==> config.mk <==
export PLATFORM = sky130hd
export DESIGN_NAME = blink_monitor
export DESIGN_NICKNAME = d
export VERILOG_FILES = /design/src/rtl/blinky_pkg.sv /design/src/rtl/blink_sync.sv /design/src/rtl/blink_monitor.sv
export SDC_FILE = /design/constraint.sdc
export NUM_CORES = 1
export LEC_CHECK = 0
export BUFFER_PORTS_ARGS = -buffer_cell sky130_fd_sc_hd__buf_2
export CAP_MARGIN = 20
export CORE_MARGIN = 3
export CORE_UTILIZATION = 43
export DETAILED_ROUTE_END_ITERATION = 8
export GPL_TIMING_DRIVEN = 0
export SYNTH_ARGS = -nofsm -noshare
export SYNTH_HDL_FRONTEND = slang
export SYNTH_HIERARCHICAL = 1
export SYNTH_SLANG_ARGS = --single-unit
export TNS_END_PERCENT = 50
==> constraint.sdc <==
create_clock -name clk_i -period 3.35 [get_ports clk_i]
set_input_delay 0.67 -clock clk_i [delete_from_list [all_inputs] [get_ports clk_i]]
set_output_delay 0.67 -clock clk_i [all_outputs]
set_load 0.01 [all_outputs]
==> src/rtl/blinky_pkg.sv <==
// Shared types and constants for the blinker family (LED blinker and its receive-side monitor).
package blinky_pkg;

    localparam int unsigned CounterWidth = 8;
    localparam int unsigned StatsWidth   = 16;

    typedef enum logic [2:0] {
        StIdle,
        StSeek,
        StAcq,
        StLocked,
        StLost
    } blink_mon_state_e;

endpackage

==> src/rtl/blink_sync.sv <==
// Two-flop synchroniser for an asynchronous input, followed by a toggle (any-edge) detector.
module blink_sync (
    input  logic clk_i,
    input  logic rst_ni,
    input  logic d_i,
    output logic q_o,
    output logic edge_o
);

    logic sync1_q;
    logic sync2_q;
    logic prev_q;

    always_ff @(posedge clk_i or negedge rst_ni) begin
        if (!rst_ni) begin
            sync1_q <= 1'b0;
            sync2_q <= 1'b0;
            prev_q  <= 1'b0;
        end else begin
            sync1_q <= d_i;
            sync2_q <= sync1_q;
            prev_q  <= sync2_q;
        end
    end

    assign q_o    = sync2_q;
    assign edge_o = sync2_q ^ prev_q;

endmodule

==> src/rtl/blink_monitor.sv <==
// Measures toggle-to-toggle intervals of an asynchronous blink input and tracks lock/activity.
// Define BLINK_MON_STATS_EN to enable the saturating toggle counter on edge_cnt_o.
module blink_monitor
    import blinky_pkg::*;
#(
    parameter int unsigned              CounterWidth = blinky_pkg::CounterWidth,
    parameter int unsigned              Tol          = 2,
    parameter int unsigned              LockCount    = 3,
    parameter logic [CounterWidth-1:0]  Timeout      = {CounterWidth{1'b1}}
) (
    input  logic                    clk_i,
    input  logic                    rst_ni,
    input  logic                    en_i,
    input  logic                    blink_i,
    output logic [CounterWidth-1:0] half_period_o,
    output logic                    valid_o,
    output logic                    locked_o,
    output logic                    timeout_o,
    output logic [StatsWidth-1:0]   edge_cnt_o
);

    localparam int unsigned MatchW = (LockCount < 2) ? 1 : $clog2(LockCount + 1);
    localparam logic [MatchW-1:0]     LockTarget = MatchW'(LockCount);
    localparam logic [CounterWidth:0] TolW       = (CounterWidth + 1)'(Tol);
    localparam logic [CounterWidth-1:0] CntMax   = {CounterWidth{1'b1}};

    logic edge_w;
    logic sync_w;
    logic unused_sync;

    blink_sync u_sync (
        .clk_i  (clk_i),
        .rst_ni (rst_ni),
        .d_i    (blink_i),
        .q_o    (sync_w),
        .edge_o (edge_w)
    );

    assign unused_sync = sync_w;

    blink_mon_state_e        state_q, state_d;
    logic [CounterWidth-1:0] cnt_q, cnt_d;
    logic [CounterWidth-1:0] ref_q, ref_d;
    logic                    ref_vld_q, ref_vld_d;
    logic [MatchW-1:0]       match_q, match_d;
    logic [CounterWidth-1:0] hp_q, hp_d;
    logic                    valid_q, valid_d;
    logic                    locked_q, locked_d;
    logic                    timeout_q, timeout_d;

    logic [CounterWidth:0]   diff;
    logic                    in_tol;
    logic [MatchW-1:0]       match_inc;

    // Extra bit keeps the absolute difference from wrapping.
    always_comb begin
        if (cnt_q >= ref_q) begin
            diff = {1'b0, cnt_q} - {1'b0, ref_q};
        end else begin
            diff = {1'b0, ref_q} - {1'b0, cnt_q};
        end
    end

    assign in_tol    = (diff <= TolW);
    assign match_inc = match_q + 1'b1;

    always_comb begin
        state_d   = state_q;
        cnt_d     = cnt_q;
        ref_d     = ref_q;
        ref_vld_d = ref_vld_q;
        match_d   = match_q;
        hp_d      = hp_q;
        valid_d   = 1'b0;

        if (edge_w) begin
            cnt_d = CounterWidth'(1);
        end else if (cnt_q != CntMax) begin
            cnt_d = cnt_q + 1'b1;
        end

        unique case (state_q)
            StIdle: begin
                cnt_d     = '0;
                ref_d     = '0;
                ref_vld_d = 1'b0;
                match_d   = '0;
                state_d   = StSeek;
            end
            StSeek: begin
                if (edge_w) begin
                    state_d   = StAcq;
                    ref_vld_d = 1'b0;
                    match_d   = '0;
                end
            end
            StAcq, StLocked: begin
                if (edge_w) begin
                    hp_d    = cnt_q;
                    valid_d = 1'b1;
                    if (!ref_vld_q) begin
                        ref_d     = cnt_q;
                        ref_vld_d = 1'b1;
                        match_d   = '0;
                    end else if (in_tol) begin
                        // Once locked the match count is no longer needed; hold it.
                        if (state_q == StAcq) begin
                            match_d = match_inc;
                            if (match_inc == LockTarget) begin
                                state_d = StLocked;
                            end
                        end
                    end else begin
                        ref_d   = cnt_q;
                        match_d = '0;
                        state_d = StAcq;
                    end
                end else if (cnt_q == Timeout) begin
                    state_d = StLost;
                end
            end
            StLost: begin
                if (edge_w) begin
                    state_d   = StAcq;
                    ref_vld_d = 1'b0;
                    match_d   = '0;
                end
            end
            default: begin
                state_d = StIdle;
            end
        endcase

        if (!en_i) begin
            state_d = StIdle;
            hp_d    = hp_q;
            valid_d = 1'b0;
        end
    end

    assign locked_d  = (state_d == StLocked);
    assign timeout_d = (state_d == StLost);

    always_ff @(posedge clk_i or negedge rst_ni) begin
        if (!rst_ni) begin
            state_q   <= StIdle;
            cnt_q     <= '0;
            ref_q     <= '0;
            ref_vld_q <= 1'b0;
            match_q   <= '0;
            hp_q      <= '0;
            valid_q   <= 1'b0;
            locked_q  <= 1'b0;
            timeout_q <= 1'b0;
        end else begin
            state_q   <= state_d;
            cnt_q     <= cnt_d;
            ref_q     <= ref_d;
            ref_vld_q <= ref_vld_d;
            match_q   <= match_d;
            hp_q      <= hp_d;
            valid_q   <= valid_d;
            locked_q  <= locked_d;
            timeout_q <= timeout_d;
        end
    end

    assign half_period_o = hp_q;
    assign valid_o       = valid_q;
    assign locked_o      = locked_q;
    assign timeout_o     = timeout_q;

`ifdef BLINK_MON_STATS_EN
    logic [StatsWidth-1:0] edge_cnt_q;

    // Counts while enabled regardless of state; only reset clears it.
    always_ff @(posedge clk_i or negedge rst_ni) begin
        if (!rst_ni) begin
            edge_cnt_q <= '0;
        end else if (edge_w && en_i && (edge_cnt_q != {StatsWidth{1'b1}})) begin
            edge_cnt_q <= edge_cnt_q + 1'b1;
        end
    end

    assign edge_cnt_o = edge_cnt_q;
`else
    assign edge_cnt_o = '0;
`endif

endmodule
==> After elaboration in Yosys (flattened, before gate mapping) <==
Cells that the tools add are included.
{ "word_totals": {"regBits": 36, "inputBits": 4, "output_inout_bits": 27, "word_cells": 71} }
{ "classes": {"addsub": 4, "magnitude_cmp": 2, "eq_ne": 13, "mux": 29, "n_bitwise": 1, "reduce_logical": 10} }
{ "op_table": {"columns": ["cell", "count"], "rows": [
  ["2-to-1 mux 8 bit", 6],
  ["2-to-1 mux 3 bit", 8],
  ["subtractor 8 x 8 -> 9 bit", 2],
  ["case mux 8 bit (2 select lines)", 1],
  ["2-to-1 mux 2 bit", 5],
  ["equality test 3 x 2 -> 1 bit (second input constant)", 3],
  ["<= comparator 9 x 2 -> 1 bit (second input constant)", 1],
  ["2-to-1 mux 9 bit", 1],
  ["case mux 3 bit (3 select lines)", 1],
  ["AND reduction 3 bit", 3],
  ["adder 8 x 1 -> 8 bit (second input constant)", 1],
  ["equality test 8 bit (second input constant)", 1],
  ["greater-or-equal comparator 8 bit", 1],
  ["inequality test 8 bit (second input constant)", 1],
  ["equality test 3 bit (second input constant)", 2],
  ["case mux 2 bit (3 select lines)", 1],
  ["nonzero test 3 bit", 2],
  ["2-to-1 mux 1 bit", 5],
  ["inequality test 4 bit (second input constant)", 1],
  ["AND reduction 4 bit", 1],
  ["OR reduction 2 bit", 2],
  ["equality test 3 x 1 -> 1 bit (second input constant)", 1],
  ["zero test 3 bit", 1],
  ["inequality test 3 bit (second input constant)", 1],
  ["7 further kinds", 7]
]} }

==> Longest topological paths before layout <==
Gate-level depths: netlist (run 1).
{ "logic_depth": {"depth_word": 10, "mapped_depth": 11, "ltp_nobuf": 11} }

==> Modules after synthesis <==
The synthesis (run 1) kept the hierarchy.
{ "by_module_without_submodules": {"columns": ["mod", "instances", "cells_each", "area_each_um2"], "rows": [
  ["blink_monitor", 1, 282, 2461.1],
  ["blink_sync", 1, 4, 83.8]
]} }

==> Worst setup path after synthesis (run 1) <==
OpenSTA, ideal clock, no wires.
{ "synth_path": {"path_type": "register -> register", "start": "register cnt_q[0]", "end": "register ref_q[1]", "arrival_time_ps": 2668, "required_ps": 3229, "slack_ps": 561, "stages_incl_launch_ff": 12, "n_path_buf": 0, "synth_period_minus_slack_ps": 2789, "cell_sequence": "dfrtp_1 inv_1 ha_1 inv_1 fa_1 a21o_1 a21oi_1 mux2_1 o2111ai_2 nor3_2 o31a_2 a22o_1"} }
{ "synth_between": {"elab_chain_len": 5, "elab_cells_between_ends": 7} }
{ "synth_lines": {"columns": ["item", "line_no", "rtl"], "rows": [
  ["start, declared", "blink_monitor.sv:42", "logic [CounterWidth-1:0] cnt_q, cnt_d;"],
  ["start signal, assigned", "blink_monitor.sv:157", "cnt_q <= cnt_d;"],
  ["subtractor 8 x 8 -> 9 bit (tied with other cells)", "blink_monitor.sv:60", "diff = {1'b0, ref_q} - {1'b0, cnt_q};"],
  ["2-to-1 mux 9 bit *", "blink_monitor.sv:57", "if (cnt_q >= ref_q) begin"],
  ["<= comparator 9 x 2 -> 1 bit *", "blink_monitor.sv:64", "assign in_tol = (diff <= TolW);"],
  ["inequality test 3 bit (no source line) *", null, null],
  ["AND reduction 3 bit (no source line) *", null, null],
  ["end signal, assigned", "blink_monitor.sv:158", "ref_q <= ref_d;"],
  ["end, declared", "blink_monitor.sv:43", "logic [CounterWidth-1:0] ref_q, ref_d;"]
]} }
Every way passes the cells marked *; elsewhere a longest branch is shown, timed or not.
A chain may end at the register's enable or synchronous reset.

==> Worst setup path in the final report (run 1) <==
{ "layout_path": {"start": "register cnt_q[0]", "end": "register ref_q[3]"} }
Same word-level chain as after synthesis.

==> results summary, run 1 <==
The register clock-pin slew on the reported worst setup and hold paths came out at 0.07 ns. The area used by multi-input combinational logic is 1400 um^2. From left edge to right edge, the die measures 82.9 um. Once detailed placement completed, the half-perimeter wirelength came to 4.29 mm. The routability congestion estimate is 0.881. The synthesized instance count is between 200 and 300. Pin placement for this block handled 31 I/O pins. The combinational cell fraction of total power is 0.300. Walking the worst path, the cells encountered are inv_1 -> ha_2 -> inv_1 -> fa_1 -> a21o_1 -> a21oi_1 -> mux2_1 -> o2111ai_2 -> nor3_2 -> o31a_2 -> a22o_1. The number of cells on the worst reg-to-reg path is 11. STA classifies the critical path endpoint as a flip-flop. The leakage power of the design came out at between 0.001 and 0.0015 uW. In this run the clock root is driven by a sky130_fd_sc_hd__clkbuf_8. The clock tree skew after final layout is 0.00331 ns. The number of sinks driven by the clock tree came out at 36. The number of global-route vias before repair was 1992. The final cycle utilization of the critical path is 0.926. The first-pass iteration count of the detailed router is 4. The number of different library cells used by synthesis comes to 55. The arrival time reported for the critical path endpoint came out at roughly 3.3 ns.

The insertion delay of the later-clocked pin in the worst-skew pair is approximately 0.28 ns. The count of H-tree levels built during CTS is 2. The placeable core region is 5610 um^2. The share of total power dissipated in sequential elements is 0.434. The via count of the routed design is 2039. The count of pins over their slew limit is 0. The overall die height came out at 82.9 um. Global routing finished with a remaining overflow of 0.

Among the stages of the critical path, the cell type that occurs most often is sky130_fd_sc_hd__inv_1. For this design the total switching power over the nets is 369 uW. The combined area of all synthesized cells came out at 2540 um^2. The number of routed nets with antenna violations came out at 0. The startpoint kind of the worst setup timing path is a flip-flop. The number of fill cells is 565. The minimum clock period came out at 3.10 ns. The switching part of the total power came out at 0.334. The largest fanout of any net on the critical path is 8. For this configuration, the core starts out at a cell density of 0.454. The start of the worst register-to-register path is cnt_q[0]$_DFFE_PN0P_. The total power of the final layout came out at 1100 uW. Headroom to the max-slew limit came out at 0.452. In this run the mean area of a mapped cell was 8.90 um^2. The slowest library cell on the worst path is sky130_fd_sc_hd__dfrtp_1. The first global-routing pass estimated 9.54 mm of wire.

Counting flops with an async set or reset pin after synthesis yields a share of 1.00. In this run the critical register-to-register path is captured at ref_q[3]$_DFFE_PN0P_. The placement row count came out at 27. The clock share of power came out at 0.266. The final setup violation count is 0. Counting flops with a built-in enable in the synthesized netlist gives 0.

At the worst endpoint, the required time is 3.52 ns. The endpoint of the worst hold-timing path is u_sync/q_o$_DFF_PN0_. In the final layout, the share of cells above drive strength 1 is 0.183. The count of final hold-check violations came to 0.

IR analysis of the VDD net gives a maximum drop of 0.000282 V. The worst hold path depth is 0. Among all flip-flop cells after synthesis, the most frequent one is sky130_fd_sc_hd__dfrtp_1. The overall routing resource usage is 0.169. In the final timing run, aggregate negative setup slack is 0 ns. Compared with the post-synthesis result, the final layout area differs by 11.8%.

The floorplan step defined a die boundary enclosing between 6000 and 7000 um^2. The CTS tree is done. The max-cap check violation count is 0. The critical path in this run is classified as flip-flop to flip-flop. The remaining routing DRC violations is 0. The total length of routed wires came out at 5.55 mm.

The net count reported at finish is approximately 350. The initial antenna violation count came out at 0. The final antenna diode count came out at 0. For the pin with the worst max-slew slack, the measured transition is slightly above 0.8 ns. The largest net degree at the start of global routing is 37. The sequential element share of the synthesized area is 0.354.

The tightest min-delay check is of the flip-flop to flip-flop type. Across the whole layout, storage elements account for 901 um^2. The worst hold-check slack came out at 0.364 ns. Cell internal power was estimated by the tool at 736 uW. The run finished with clean final reports. Yosys attributes the largest share of cell area to sky130_fd_sc_hd__dfrtp_1, sky130_fd_sc_hd__ha_1, sky130_fd_sc_hd__buf_4.

The core utilization of the finished layout is 0.507. The number of buffers inserted during clock tree synthesis is 5. The area share of the largest cell type after synthesis is 0.354. The largest incremental delay on the critical path is 0.43 ns. The power per cell area came out at 388 nW/um^2. Setup repair after global routing left no endpoint under its margin. The count of yosys warnings during synthesis is 6. Synthesis inferred 36 register bits.

The register-to-register setup slack is between 0.2 and 0.25 ns. The number of buffer cells added on primary ports is 14. After detailed routing, the average wire length per cell comes to between 10 and 15 um.

The maximum buffer depth of the clock tree came out at 2. The start point of the worst min-delay path is u_sync/sync1_q$_DFF_PN0_. For this run, the top clock speed supported by timing is 323 MHz.

The ratio of routed vias to standard cells is about 5.2. The largest total area in the synthesized netlist belongs to sky130_fd_sc_hd__dfrtp_1. The detailed router finished its first iteration with ~120 violations.
[cell type report]
| cell class | count | area share |
|---|---|---|
| clock buffer | 5 | 0.0242 |
| clock inverter | 2 | 0.00440 |
| tap | 72 | 0.0317 |
| inverter | 30 | 0.0396 |
| sequential | 36 | 0.317 |
| multi-input combinational | 207 | 0.491 |
| timing repair buffer | 14 | 0.0246 |
| buffer | 28 | 0.0677 |
[sequential cells by signal, indices dropped and copies added (netlist names)]
signal          count
cnt_q               8
half_period_o       8
ref_q               8
state_q             3
match_q             2
locked_o            1
ref_vld_q           1
timeout_o           1
u_sync/prev_q       1
u_sync/q_o          1
u_sync/sync1_q      1
valid_o             1
[worst max path at each step]
stage	start	to	depth (start not counted)	slack [ns]
after floorplan	cnt_q[0]$_DFFE_PN0P_	ref_q[1]$_DFFE_PN0P_	11	0.56
after global placement	cnt_q[0]$_DFFE_PN0P_	ref_q[2]$_DFFE_PN0P_	11	0.23
after detailed placement	cnt_q[0]$_DFFE_PN0P_	ref_q[4]$_DFFE_PN0P_	11	0.20
after CTS	cnt_q[0]$_DFFE_PN0P_	ref_q[4]$_DFFE_PN0P_	11	0.18
after global routing	cnt_q[0]$_DFFE_PN0P_	ref_q[1]$_DFFE_PN0P_	11	0.04
final	cnt_q[0]$_DFFE_PN0P_	ref_q[3]$_DFFE_PN0P_	11	0.25
[cells in the final DEF (no fill, tap or decap), types with 3 or more instances in the layout]
master / count
sky130_fd_sc_hd__a22o_1: 9
sky130_fd_sc_hd__clkbuf_1: 5
sky130_fd_sc_hd__buf_6: 3
sky130_fd_sc_hd__nand3_1: 12
sky130_fd_sc_hd__o211ai_1: 4
sky130_fd_sc_hd__a21oi_1: 18
sky130_fd_sc_hd__buf_4: 16
sky130_fd_sc_hd__o21ai_0: 17
sky130_fd_sc_hd__a21o_1: 6
sky130_fd_sc_hd__a31oi_1: 3
sky130_fd_sc_hd__inv_1: 29
sky130_fd_sc_hd__buf_2: 18
sky130_fd_sc_hd__a21oi_2: 3
sky130_fd_sc_hd__a211oi_1: 5
sky130_fd_sc_hd__ha_1: 17
sky130_fd_sc_hd__nor2_1: 18
sky130_fd_sc_hd__clkbuf_8: 5
sky130_fd_sc_hd__nor2b_1: 3
sky130_fd_sc_hd__dfrtp_1: 36
sky130_fd_sc_hd__and3_1: 6
sky130_fd_sc_hd__nand2_1: 20
sky130_fd_sc_hd__xor2_1: 4
sky130_fd_sc_hd__conb_1: 16
sky130_fd_sc_hd__nor3_1: 3
[critical path, delay by kind of cell (launching register included)]
family / cells / cell delay (ns)
simple gates: 1 / 0.09
mux: 1 / 0.37
flops: 1 / 0.43
fa+ha+maj: 2 / 0.67
buf+inv: 2 / 0.25
compound gates: 5 / 1.18
[cell usage after synthesis (2+ instances only)]
cell type and count:
sky130_fd_sc_hd__a211o_1 2, sky130_fd_sc_hd__a211oi_1 5, sky130_fd_sc_hd__a21o_1 6, sky130_fd_sc_hd__a21oi_1 18, sky130_fd_sc_hd__a21oi_2 3, sky130_fd_sc_hd__a221oi_1 2, sky130_fd_sc_hd__a22o_1 9, sky130_fd_sc_hd__a31oi_1 3
sky130_fd_sc_hd__and3_1 6, sky130_fd_sc_hd__buf_2 4, sky130_fd_sc_hd__buf_4 16, sky130_fd_sc_hd__buf_6 3, sky130_fd_sc_hd__clkbuf_1 5, sky130_fd_sc_hd__dfrtp_1 36, sky130_fd_sc_hd__fa_1 2, sky130_fd_sc_hd__ha_1 18
sky130_fd_sc_hd__inv_1 29, sky130_fd_sc_hd__nand2_1 20, sky130_fd_sc_hd__nand2b_1 2, sky130_fd_sc_hd__nand3_1 12, sky130_fd_sc_hd__nand3b_1 2, sky130_fd_sc_hd__nand4_1 2, sky130_fd_sc_hd__nor2_1 18, sky130_fd_sc_hd__nor2b_1 3
sky130_fd_sc_hd__nor3_1 3, sky130_fd_sc_hd__nor4_1 2, sky130_fd_sc_hd__o2111ai_1 2, sky130_fd_sc_hd__o211ai_1 4, sky130_fd_sc_hd__o21ai_0 17, sky130_fd_sc_hd__o21ai_1 2, sky130_fd_sc_hd__o221ai_1 2, sky130_fd_sc_hd__xnor2_1 2
sky130_fd_sc_hd__xor2_1 4
[power groups by stage]
stage | Sequential [uW] | Combinational [uW] | Clock [uW]
after floorplan | 488 | 250 | 0
after global placement | 487 | 328 | 0
after detailed placement | 488 | 330 | 0
after CTS | 479 | 333 | 306
after global routing | 484 | 373 | 328
final | 479 | 332 | 294
[through the flow]
stage	worst slack, ns	area, um^2	instances
after floorplan	0.561	2600	301
after global placement	0.233	2760	387
after detailed placement	0.196	2760	387
after CTS	0.177	2840	394
after global routing	0.0381	2850	394
final	0.250	2850	394
[logic make-up after synthesis]
kind of cell / count (synthesis) / synth area share
buffers and inverters: 58 / 0.120
xor gates and xnor gates: 6 / 0.0206
AOI/OAI and AO/OA: 85 / 0.237
DFF: 36 / 0.354
and+or+nand+nor: 78 / 0.154
adders and majority gates: 20 / 0.104
muxes: 2 / 0.00836
other: 1 / 0.00147
[what timing repair did]
item / CTS / global route
hold buffers: 0 / 0
endpoints found under the setup margin: 0 / 8
buffers inserted: 0 / 0
resized for setup: 0 / 1
endpoints found under the hold margin: 0 / 0
[routing by layer]
layer | global-route usage | vias to the layer above | wire, um
li1 | - | 1041 | -
met1 | 0.236 | 955 | 2760
met2 | 0.270 | 36 | 2520
met3 | 0.0327 | 7 | 197
met4 | 0.0401 | 0 | 67
met5 | 0 | - | 0
Note: power is estimated with default switching activity, not from simulation.
==> run 2: changes to the inputs <==
==> constraint.sdc (replaced) <==
create_clock -name clk_i -period 3.48 [get_ports clk_i]
set_input_delay 0.696 -clock clk_i [delete_from_list [all_inputs] [get_ports clk_i]]
set_output_delay 0.696 -clock clk_i [all_outputs]
set_load 0.01 [all_outputs]
==> results summary, run 2 (synthesized netlist as in run 1, its figures left out) <==
The worst hold-check slack is 0.364 ns (unchanged). The root buffer cell chosen for the clock tree is sky130_fd_sc_hd__clkbuf_8. The number of routed nets with antenna violations came out at 0 (unchanged). In this run the worst hold path is classified as flip-flop to flip-flop. The endpoint required time on the critical path was 3.65 ns (+0.13 ns). The highest clock rate is 318 MHz (-1.4%). The clock tree skew after final layout is 0.00328 ns (-0.0000250 ns).

The number of DRC markers after the initial detailed-route iteration came out at 115 (unchanged). The overall routing resource usage came out at 0.169 (unchanged). The final antenna diode count is 0 (unchanged).

The overall die height is 82.9 um (unchanged). The minimum clock period came out at 3.14 ns (+0.0435 ns). The die width was 82.9 um (unchanged). The pre-CTS worst setup slack came to 0.326 ns (+0.130 ns).

The number of global-route vias before repair is 1992 (unchanged). The count of H-tree levels built during CTS was 2 (unchanged). The maximum resistive drop on vdd came to 0.000271 V (-3.7%). The actual slew at the worst max-slew pin came out at 0.821 ns (unchanged).

The sum of net half-perimeters after detailed placement was 4.29 mm (unchanged). The number of instances resized during post-cts repair came out at 0 (unchanged). Setup repair after global routing left no endpoint under its margin.

The relative area change from synthesis to final layout is 11.7% (about the same). The remaining routing DRC violations came to 0 (unchanged). The die outline area was 6880 um^2 (unchanged). The number of fill cells is 566 (+0.18%). The largest fanout of any net on the critical path is 8 (unchanged). The arrival time reported for the critical path endpoint is 3.32 ns (+0.05 ns). The final setup violation count came out at 0 (unchanged). The count of final hold-check violations is 0 (unchanged). The max-cap check violation count is 0 (unchanged). In the layout the commonest cells are sky130_fd_sc_hd__dfrtp_1, sky130_fd_sc_hd__inv_1, sky130_fd_sc_hd__nand2_1. The ratio of routed vias to standard cells is 5.18 (unchanged).

The number of buffers inserted during clock tree synthesis is 5 (unchanged). The I/O pin count is 31 (unchanged). The routability congestion estimate is 0.881 (unchanged). The final worst-path setup slack is 0.336 ns (+0.0865 ns). The share of layout cells above drive strength 1 is 0.180 (-0.00311).

The hold buffer count at CTS is 0 (unchanged). TritonCTS built the clock tree. The setup TNS after final layout is 0 ns (unchanged). The net count reported at finish came to 346 (unchanged). The run finished with clean final reports. Leaving out fill and tap cells, the most frequent cell in the layout is sky130_fd_sc_hd__dfrtp_1. STA classifies the critical path endpoint as a flip-flop.

The placeable core region is 5610 um^2 (unchanged). The initial antenna violation count is 0 (unchanged). The starting density of the core came out at 0.454 (unchanged).

The tightest slew margin relative to the limit was 0.452 (unchanged). The leakage power of the design came to 0.00139 uW (+0.14%). The insertion delay of the later-clocked pin in the worst-skew pair was 0.28 ns (about the same). The register clock-pin slew on the reported worst setup and hold paths is 0.07 ns (about the same). The post-CTS setup-driven buffer insertion count came to 0 (unchanged). The count of pins over their slew limit came out at 0 (unchanged). The largest net degree at the start of global routing is 37 (unchanged). The wire length of the first global-routing pass came out at 9.54 mm (unchanged). The total length of routed wires is 5.55 mm (about the same). The setup path with the least slack is of type flip-flop to flip-flop.

The startpoint kind of the worst setup timing path is a flip-flop. The via count of the routed design came to 2039 (unchanged). The maximum buffer depth of the clock tree is 2 (unchanged).

The final routed wire length divided by cell count is 14.1 um (about the same). The final cycle utilization of the critical path came out at 0.903 (-0.0221). The placement row count was 27 (unchanged). The number of buffer cells added on primary ports was 14 (unchanged). The overflow left after global routing is 0 (unchanged). The number of sinks driven by the clock tree came to 36 (unchanged). The power per cell area is 374 nW/um^2 (-3.7%). The first-pass iteration count of the detailed router came out at 4 (unchanged).
## run 2: changes by cell type in the layout (fill, tap and decap cells not counted)
| cell | change |
|---|---|
| sky130_fd_sc_hd__ha_1 | +1 |
| sky130_fd_sc_hd__ha_2 | -1 |
## run 2: cell type report
| type | instances | area, um^2 | area share |
|---|---|---|---|
| Multi-Input combinational cell | 207 | 1400 | 0.491 |
| Sequential cell | 36 | 901 | 0.317 |
| Buffer | 28 | 193 | 0.0678 |
| Inverter | 30 | 113 | 0.0396 |
| Tap cell | 72 | 90.1 | 0.0317 |
| Timing Repair Buffer | 14 | 70.1 | 0.0246 |
| Clock buffer | 5 | 68.8 | 0.0242 |
| Clock inverter | 2 | 12.5 | 0.00440 |
## run 2: critical path: stages (launching register included)
cell	delay, ns
sky130_fd_sc_hd__dfrtp_1	0.43
sky130_fd_sc_hd__inv_1	0.18
sky130_fd_sc_hd__ha_1	0.30
sky130_fd_sc_hd__inv_1	0.08
sky130_fd_sc_hd__fa_1	0.40
sky130_fd_sc_hd__a21o_1	0.17
sky130_fd_sc_hd__a21oi_1	0.20
sky130_fd_sc_hd__mux2_1	0.37
sky130_fd_sc_hd__o2111ai_2	0.13
sky130_fd_sc_hd__nor3_2	0.09
sky130_fd_sc_hd__o31a_2	0.42
sky130_fd_sc_hd__a22o_1	0.26
## run 2: worst paths after layout
path	startpoint	endpoint	slack, ns	cells after the start
max	cnt_q[0]$_DFFE_PN0P_	ref_q[3]$_DFFE_PN0P_	0.34	11
min	u_sync/sync1_q$_DFF_PN0_	u_sync/q_o$_DFF_PN0_	0.36	0
max reg2reg	cnt_q[0]$_DFFE_PN0P_	ref_q[3]$_DFFE_PN0P_	0.34	11
min reg2reg	u_sync/sync1_q$_DFF_PN0_	u_sync/q_o$_DFF_PN0_	0.36	0
max in group asynchronous	rst_ni	ref_q[7]$_DFFE_PN0P_	2.45	1
min in group asynchronous	rst_ni	match_q[1]$_DFFE_PN0P_	0.50	1
## run 2: report_power, final
part | total, uW | internal (uW) | switching (uW) | leakage [uW]
clock | 283 | 135 | 147 | 0.0000400
combinational | 319 | 132 | 187 | 0.000856
sequential | 462 | 441 | 20.8 | 0.000489
total | 1060 | 708 | 355 | 0.00139
## run 2: stage by stage
stage	util	cell area, um^2	instances	power, uW
after floorplan	-	2600	301	710
after global placement	0.492	2760	387	784
after detailed placement	0.492	2760	387	788
after CTS	0.507	2840	394	1080
after global routing	0.507	2840	394	1140
final	0.507	2840	394	1060
## run 2: routing by layer
layer,part of all wire,up-vias,global-route usage
met5,0,-,0
met4,0.012,0,0.0401
met3,0.036,7,0.0327
met2,0.45,36,0.270
met1,0.50,955,0.236
li1,-,1041,-
